[config.mk]
export PLATFORM = sky130hd
export DESIGN_NAME = ssi_encoder_ctrl
export DESIGN_NICKNAME = d
export VERILOG_FILES = /design/src/rtl/ssi_encoder_ctrl.sv
export SDC_FILE = /design/constraint.sdc
export NUM_CORES = 1
export LEC_CHECK = 0
export ABC_AREA = 0
export CORE_MARGIN = 2
export CORE_UTILIZATION = 50
export DETAILED_ROUTE_END_ITERATION = 8
export GPL_ROUTABILITY_DRIVEN = 0
export PLACE_DENSITY = 0.71
export SETUP_SLACK_MARGIN = 0.2
export SLEW_MARGIN = 25
export SYNTH_ARGS = -nofsm -noshare
export SYNTH_HDL_FRONTEND = slang
export SYNTH_SLANG_ARGS = --single-unit
[constraint.sdc]
create_clock -name clk -period 2.41 [get_ports clk]
set_clock_uncertainty 0.2 [all_clocks]
set_input_delay 0.241 -clock clk [delete_from_list [all_inputs] [get_ports clk]]
set_output_delay 0.241 -clock clk [all_outputs]
set_load 0.005 [all_outputs]
[src/rtl/ssi_encoder_ctrl.sv]
`default_nettype none
// ============================================================================
// Module   : ssi_encoder_ctrl
// Purpose  : Runs one read of an SSI absolute encoder. It drives the SSI
//            clock, shifts in DATA_BITS Gray-coded bits MSB first, then holds
//            the clock high for the encoder monoflop time. The assembled Gray
//            word is presented with a one-cycle read strobe for a downstream
//            Gray-to-binary converter. Reads start on request (start) or
//            periodically (auto_en, every POLL_CYCLES clk cycles).
// Ports    : clk       system clock
//            rst       synchronous reset, active high
//            start     read request (level or pulse), sampled only when idle
//            auto_en   enables periodic reads
//            ssi_data  encoder data line, already synchronised, idles high
//            ssi_clk   SSI clock to the encoder, idles high
//            gray_out  captured Gray word in [DATA_BITS-1:0], upper bits 0
//            read_out  one-cycle strobe, gray_out valid in the same cycle
//            busy      high while a transaction is in progress
//            line_err  one-cycle pulse: request refused, data line low
// Revision : 1.0  initial release
// ============================================================================
module ssi_encoder_ctrl #(
    parameter int DATA_BITS   = 25,
    parameter int CLK_DIV     = 25,
    parameter int MONO_CYCLES = 1250,
    parameter int POLL_CYCLES = 50000
) (
    input  logic        clk,
    input  logic        rst,
    input  logic        start,
    input  logic        auto_en,
    input  logic        ssi_data,
    output logic        ssi_clk,
    output logic [31:0] gray_out,
    output logic        read_out,
    output logic        busy,
    output logic        line_err
);

    localparam int c_BIT_W  = (DATA_BITS > 1)   ? $clog2(DATA_BITS)   : 1;
    localparam int c_DIV_W  = $clog2(2 * CLK_DIV);
    localparam int c_MONO_W = (MONO_CYCLES > 1) ? $clog2(MONO_CYCLES) : 1;
    localparam int c_POLL_W = (POLL_CYCLES > 1) ? $clog2(POLL_CYCLES) : 1;

    localparam logic [c_BIT_W-1:0]  c_BIT_TOP   = c_BIT_W'(DATA_BITS - 1);
    localparam logic [c_DIV_W-1:0]  c_DIV_HALF  = c_DIV_W'(CLK_DIV);
    localparam logic [c_DIV_W-1:0]  c_DIV_LAST  = c_DIV_W'(2 * CLK_DIV - 1);
    localparam logic [c_MONO_W-1:0] c_MONO_LAST = c_MONO_W'(MONO_CYCLES - 1);
    localparam logic [c_POLL_W-1:0] c_POLL_LAST = c_POLL_W'(POLL_CYCLES - 1);

    typedef enum logic [1:0] {
        ST_IDLE  = 2'd0,
        ST_SHIFT = 2'd1,
        ST_MONO  = 2'd2
    } state_t;

    state_t                 r_state;
    state_t                 w_state_next;
    logic [c_DIV_W-1:0]     r_div_cnt;
    logic [c_DIV_W-1:0]     w_div_next;
    logic [c_BIT_W-1:0]     r_bit_cnt;
    logic [c_BIT_W-1:0]     w_bit_next;
    logic [c_MONO_W-1:0]    r_mono_cnt;
    logic [c_MONO_W-1:0]    w_mono_next;
    logic [c_POLL_W-1:0]    r_poll_cnt;
    logic [DATA_BITS-1:0]   r_shift;
    logic [DATA_BITS-1:0]   w_shift_next;
    logic [31:0]            r_gray;
    logic                   r_ssi_clk;
    logic                   w_ssi_clk_next;
    logic                   r_read;
    logic                   w_read_next;
    logic                   r_line_err;
    logic                   w_line_err_next;
    logic                   w_poll_tick;
    logic                   w_request;

    // Poll timer: free-running while auto_en is high, held at 0 otherwise.
    // A tick that lands while busy is simply lost.
    assign w_poll_tick = auto_en && (r_poll_cnt == c_POLL_LAST);
    assign w_request   = start || w_poll_tick;

    always_ff @(posedge clk) begin
        if (rst || !auto_en || w_poll_tick) begin
            r_poll_cnt <= '0;
        end else begin
            r_poll_cnt <= r_poll_cnt + c_POLL_W'(1);
        end
    end

    // Next-state logic. In SHIFT, r_div_cnt walks through one bit period:
    // 0..CLK_DIV-1 is the low half, CLK_DIV..2*CLK_DIV-1 the high half.
    always_comb begin
        w_state_next    = r_state;
        w_div_next      = r_div_cnt;
        w_bit_next      = r_bit_cnt;
        w_mono_next     = r_mono_cnt;
        w_shift_next    = r_shift;
        w_read_next     = 1'b0;
        w_line_err_next = 1'b0;

        case (r_state)
            ST_IDLE: begin
                if (w_request) begin
                    if (ssi_data) begin
                        w_state_next = ST_SHIFT;
                        w_bit_next   = c_BIT_TOP;
                        w_div_next   = '0;
                    end else begin
                        w_line_err_next = 1'b1;
                    end
                end
            end
            ST_SHIFT: begin
                // First cycle of the high half: the encoder has had the whole
                // low half to settle its bit.
                if (r_div_cnt == c_DIV_HALF) begin
                    w_shift_next[r_bit_cnt] = ssi_data;
                end
                if (r_div_cnt == c_DIV_LAST) begin
                    w_div_next = '0;
                    if (r_bit_cnt == '0) begin
                        w_state_next = ST_MONO;
                        w_mono_next  = '0;
                        w_read_next  = 1'b1;
                    end else begin
                        w_bit_next = r_bit_cnt - c_BIT_W'(1);
                    end
                end else begin
                    w_div_next = r_div_cnt + c_DIV_W'(1);
                end
            end
            ST_MONO: begin
                if (r_mono_cnt == c_MONO_LAST) begin
                    w_state_next = ST_IDLE;
                end else begin
                    w_mono_next = r_mono_cnt + c_MONO_W'(1);
                end
            end
            default: begin
                w_state_next = ST_IDLE;
            end
        endcase

        // ssi_clk is registered from the next state so the encoder sees a
        // glitch-free clock; it is low only during the low half of a bit.
        w_ssi_clk_next = !((w_state_next == ST_SHIFT) && (w_div_next < c_DIV_HALF));
    end

    always_ff @(posedge clk) begin
        if (rst) begin
            r_state    <= ST_IDLE;
            r_div_cnt  <= '0;
            r_bit_cnt  <= '0;
            r_mono_cnt <= '0;
            r_shift    <= '0;
            r_gray     <= '0;
            r_ssi_clk  <= 1'b1;
            r_read     <= 1'b0;
            r_line_err <= 1'b0;
        end else begin
            r_state    <= w_state_next;
            r_div_cnt  <= w_div_next;
            r_bit_cnt  <= w_bit_next;
            r_mono_cnt <= w_mono_next;
            r_shift    <= w_shift_next;
            r_ssi_clk  <= w_ssi_clk_next;
            r_read     <= w_read_next;
            r_line_err <= w_line_err_next;
            // Capture from the next-value shift word so bit 0 is included even
            // when its sample and the end of the frame share a cycle.
            if (w_read_next) begin
                r_gray <= 32'(w_shift_next);
            end
        end
    end

    assign ssi_clk  = r_ssi_clk;
    assign gray_out = r_gray;
    assign read_out = r_read;
    assign line_err = r_line_err;
    assign busy     = (r_state != ST_IDLE);

endmodule
`default_nettype wire

Word level (Yosys, flattened, before mapping)
Index checks and enable logic that the tools add are counted.
{"block": "classes", "n_addsub": 4, "mux": 28, "order_cmp": 3, "reduce_logical": 16, "n_bitwise": 2, "n_eq_ne": 13}
{"cell": "25-bit two-way mux", "count": 2}
{"cell": "11-bit two-way mux", "count": 3}
{"cell": "25-bit bitwise mux", "count": 1}
{"cell": "11-bit case mux with 2 select lines", "count": 1}
{"cell": "5-bit two-way mux", "count": 4}
{"cell": "6-bit two-way mux", "count": 3}
{"cell": "16-bit by 1-bit adder with 16-bit output (second input constant)", "count": 1}
{"cell": "16-bit == test (second input constant)", "count": 1}
{"cell": "2-bit inequality test (second input constant)", "count": 6}
{"cell": "6-bit case mux with 2 select lines", "count": 1}
{"cell": "11-bit by 1-bit adder with 11-bit output (second input constant)", "count": 1}
{"cell": "11-bit == test (second input constant)", "count": 1}
{"cell": "2-bit two-way mux", "count": 5}
{"cell": "5-bit case mux with 2 select lines", "count": 1}
{"cell": "6-bit by 1-bit adder with 6-bit output (second input constant)", "count": 1}
{"cell": "6-bit by 5-bit == test with 1-bit output (second input constant)", "count": 1}
{"cell": "6-bit == test (second input constant)", "count": 1}
{"cell": "5-bit by 6-bit less-than comparator with 1-bit output (second input constant)", "count": 1}
{"cell": "6-bit by 5-bit less-than comparator with 1-bit output (second input constant)", "count": 1}
{"cell": "2-bit case mux with 3 select lines", "count": 1}
{"cell": "2-bit nonzero test", "count": 3}
{"cell": "1-bit demux with 5-bit select", "count": 1}
{"cell": "5-bit by 1-bit greater-or-equal comparator with 1-bit output (second input constant)", "count": 1}
{"cell": "5-bit logical NOT", "count": 1}
{"cell": "12 further kinds", "count": 23}
{"block": "totals", "word_cells": 76, "out_inout_bits": 36, "input_bits": 5, "ff_bits": 93}

Depth between registers and ports, before layout
{"block": "logic_depth", "word_depth": 8, "mapped_depth": 8, "depth_no_buf": 7}

Worst setup path before layout
OpenSTA, ideal clock, no wires.
{"block": "synth_timing", "kind": "flip-flop to flip-flop", "startpoint": "reg r_div_cnt[0]", "endpoint": "reg r_gray[22] (netlist: gray_out[22])", "t_required_ns": 2.073, "slack_ns": 0.264, "period_less_slack_ns": 2.146, "path_stages_with_launch": 7, "arrival_time_ns": 1.809, "path_cell_list": "dfxtp_1 > ha_1 > nand4b_4 > or4b_4 > nor2_1 > mux2i_1 > a211oi_2"}
{"block": "synth_via", "elab_chain_cells": 3, "word_cells_on_any_way": 6, "cone_classes": "eq/ne (2); mux (4)"}
{"item": "start, declared", "line": "59", "text": "logic [c_DIV_W-1:0] r_div_cnt;"}
{"item": "start signal, assigned", "line": "163", "text": "r_div_cnt <= w_div_next;"}
{"item": "6-bit by 5-bit == test with 1-bit output or 6-bit == test (tied branches)", "line": "117, 120"}
{"item": "25-bit two-way mux or 1-bit two-way mux (tied branches)", "line": "117, 120"}
{"item": "25-bit two-way mux or 1-bit two-way mux (tied branches)", "line": "102", "text": "case (r_state)"}
{"item": "end signal, assigned", "line": "173", "text": "r_gray <= 32'(w_shift_next);"}
{"item": "end, declared", "line": "68", "text": "logic [31:0] r_gray;"}
Several ways; a longest one is shown, not always the timed one.
A chain may end at the register's enable or synchronous reset.

Final worst setup path
{"block": "layout_timing", "startpoint": "reg r_bit_cnt[2]", "endpoint": "reg r_gray[22] (netlist: gray_out[22])"}
{"block": "layout_via", "elab_chain_cells": 7, "word_cells_on_any_way": 12, "cone_classes": "order compare (2); mux (8); reduce/logical (2)"}
{"item": "start, declared", "line": "61", "text": "logic [c_BIT_W-1:0] r_bit_cnt;"}
{"item": "start signal, assigned", "line": "164", "text": "r_bit_cnt <= w_bit_next;"}
{"item": "5-bit by 6-bit less-than comparator with 1-bit output (implied by the code) or 5-bit by 1-bit greater-or-equal comparator with 1-bit output (tied branches)", "line": "118", "text": "w_shift_next[r_bit_cnt] = ssi_data;"}
{"item": "1-bit logical AND (implied by the code)", "line": "118"}
{"item": "1-bit two-way mux (implied by the code)", "line": "118"}
{"item": "1-bit demux with 5-bit select", "line": "118"}
{"item": "25-bit bitwise mux", "line": "118"}
{"item": "25-bit two-way mux", "line": "117", "text": "if (r_div_cnt == c_DIV_HALF) begin"}
{"item": "25-bit two-way mux", "line": "102"}
Several ways; a longest one is shown, not always the timed one.

==> flow_summary_export.csv <==
group,metric,value,unit
sta,rsz0062_at_grt,"true",
floorplanning,io_pins,41,
routing,drtIter0Drc,159,
global_routing,grt_usage,0.1956,
sta,worstMarginPinSlew,0.5301,ns
routing,firstDrtPassIters,4,
synth,yosysWarnings,0,
global_routing,grt_pass1_wl,14390,um
synth,synth_top_area_cell,"dfxtp_1",
finish,mostFrequentLayoutCells,"nor2_1, dfxtp_1, clkdlybuf4s50_1, a211oi_1",
floorplanning,initial_core_util,0.5158,
synth,ys_seq_elements,93,
global_routing,grt_pass1_vias,3141,
clock_network,cts_tree,"done",
global_routing,antenna_found_initial,0,
routing,viasPerCell,5.471,
floorplanning,die_h,96.07,um
synth,synthCells,479,
setup_path,cp-end-kind,"register",
setup_path,path_class,"register to register",
sta,worst_slack,0.2781,ns
power,total_leakage_power,0.001808,uW
finish,instances_no_fill,628,
setup_path,required,2.44,ns
synth,ys_seq_area_frac,0.4393,
hold_path,holdCritPathClass,"input pin to register",
flow_run,drv_cap,0,
placed_design,dp_cells,611,
global_routing,grt_start_max_net_pins,51,
power,power,2703,uW
sta,fin_crit_sh,0.8846,
sta,slew_violations,0,
clock_network,cts_made_buffers,9,
routing,wl_per_cell,13.52,um
clock_network,hold_buffers,0,
synth,ys_types,52,
routing,wl,8493,um
setup_path,max_stage_delay,0.60,ns
finish,drive_gt1_frac,0.1491,
synth,async_flop_share,0,
setup_path,critPathLaunchType,"register",
power,p_per_area,533.8,nW/um2
finish,num-nets-final,533,
finish,utilization,0.6163,
synth,synth_flop_cell,"dfxtp_1",
setup_path,slowest_stage,"or4b_4",
clock_network,clk_latency,0.36,ns
clock_network,cts.sinks,93,
sta,fmax,0.4691,GHz
floorplanning,die_w,96.07,um
finish,areaGrowthSynthToFinish,19.49,%
placed_design,port-buffer-count,33,
finish,fill_cells,701,
sta,final-hold-violation-count,0,
sta,finalSetupViolCount,0,
routing,drc,0,
synth,synth-edff-count,0,
sta,hold_slack,0.1373,ns
finish,n_antenna_cell,0,
floorplanning,core_area,8217,um2
finish,layout_commonest_cell,"nor2_1",
sta,slew_headroom,0.6466,
setup_path,worst-path-max-fanout,9,
floorplanning,fp.dieArea,9228,um2
clock_network,cts_max_level,3,
clock_network,clk_transition_reported_paths,0.08,ns
global_routing,overflow,0,
sta,post-route-min-period,2.132,ns
power,irDropWorstVdd,0.0002603,V
synth,netlist_area,4238,um2
setup_path,arrival,2.16,ns
placed_design,place_hpwl,5783,um
setup_path,critPathBufInv,0,
outcome,status,"completed",
synth,synth_top_cell_area_share,0.4393,
clock_network,clockBufferDepth,2,
routing,dr_total_vias,3436,
routing,drtAntennaViolNets,0,
clock_network,cts-root-buf,"clkbuf_8",
setup_path,path_cells,"or2b_1 > or4b_4 > nor2_4 > mux2i_2 > a211oi_2",
floorplanning,rows,33,
synth,syn_avg_cell_area,8.847,um2
placed_design,pre_cts_ws,-0.005039,ns
setup_path,critPathTopFamily,"simple AND/OR/NAND/NOR gates",
synth,synth.area.top_cells,"dfxtp_1, nor2_1, mux2i_1",
## report_power, final
part | leakage [uW] | internal, uW | switching (uW) | total [uW]
Combinational | 0.000973 | 69.7 | 124 | 194
Sequential | 0.000752 | 1550 | 23.7 | 1570
Clock | 0.0000833 | 382 | 553 | 935
## final timing paths
kind,from,end,depth (start not counted),slack (ns)
worst min register to register,r_poll_cnt[0]$_SDFF_PP0_,r_poll_cnt[0]$_SDFF_PP0_,1,0.26
worst max-delay path,r_bit_cnt[2]$_SDFFE_PP0P_,gray_out[22]$_SDFFE_PP0P_,5,0.28
worst max register to register,r_bit_cnt[2]$_SDFFE_PP0P_,gray_out[22]$_SDFFE_PP0P_,5,0.28
worst min-delay path,rst,r_mono_cnt[1]$_SDFFE_PP0P_,2,0.14
## state kept, by name, summed over array words and instances, names as in the netlist
name,count
line_err,1
read_out,1
r_shift,25
ssi_clk,1
r_mono_cnt,11
r_div_cnt,6
r_bit_cnt,5
r_state,2
gray_out,25
r_poll_cnt,16
## cell families after synthesis
kind of cell / count (synthesis) / share of synthesized area
simple gates: 213 / 0.2521
compound gates: 67 / 0.1196
mux: 25 / 0.05905
xor+xnor: 23 / 0.04753
flops: 93 / 0.4393
fa+ha+maj: 10 / 0.02952
other cells: 1 / 0.0008849
buf+inv: 47 / 0.05196
## area by class of cell
cell class / instances / area, um2 / area share
repair buffers: 55 / 503.0 / 0.09933
well taps: 105 / 131.4 / 0.02595
multi-input cells: 345 / 2336 / 0.4613
clock buffers: 10 / 127.6 / 0.02520
flip-flops and latches: 93 / 1867 / 0.3687
clock inverters: 6 / 46.29 / 0.009143
inverters: 14 / 52.55 / 0.01038
## layer usage
| layer | share of wire | vias up | wire, um | GRT usage |
|---|---|---|---|---|
| li1 | - | 1740 | - | - |
| met1 | 0.48 | 1628 | 4087 | 0.2624 |
| met2 | 0.47 | 60 | 3994 | 0.3131 |
| met3 | 0.037 | 8 | 313 | 0.03994 |
| met4 | 0.012 | 0 | 99 | 0.06667 |
| met5 | 0 | - | 0 | 0 |
## Yosys cell counts (2+ instances only)
master     number
nor2_1        104
dfxtp_1        93
a211oi_1       27
mux2i_1        25
nand3_1        22
nand2_1        18
clkbuf_1       16
xnor2_1        16
inv_1          14
a21oi_1        12
and3_1         10
ha_1           10
buf_4           9
nor4_1          9
buf_2           8
nand4_1         8
xor2_1          7
o21ai_0         6
or3_1           6
a31oi_1         5
or4_1           5
nand2b_1        4
nor2b_1         4
nor3_1          4
o31ai_1         3
a2111oi_2       2
a211oi_2        2
a21o_1          2
and3b_1         2
nand3b_1        2
o22ai_1         2
or2_2           2
## per-stage QoR
step                instance area (um2)   TNS [ns]
global route                       5064          0
CTS                                4913          0
finish                             5064          0
detailed placement                 4726  -0.005039
floorplan                          4260          0
global placement                   4726          0
## what timing repair did
item	in CTS	in global routing
pin swaps	0	9
hold endpoints to repair	0	0
resized for setup	3	31
setup buffers	0	1
setup endpoints to repair	10	48
Power figures use the tool's default switching activity.
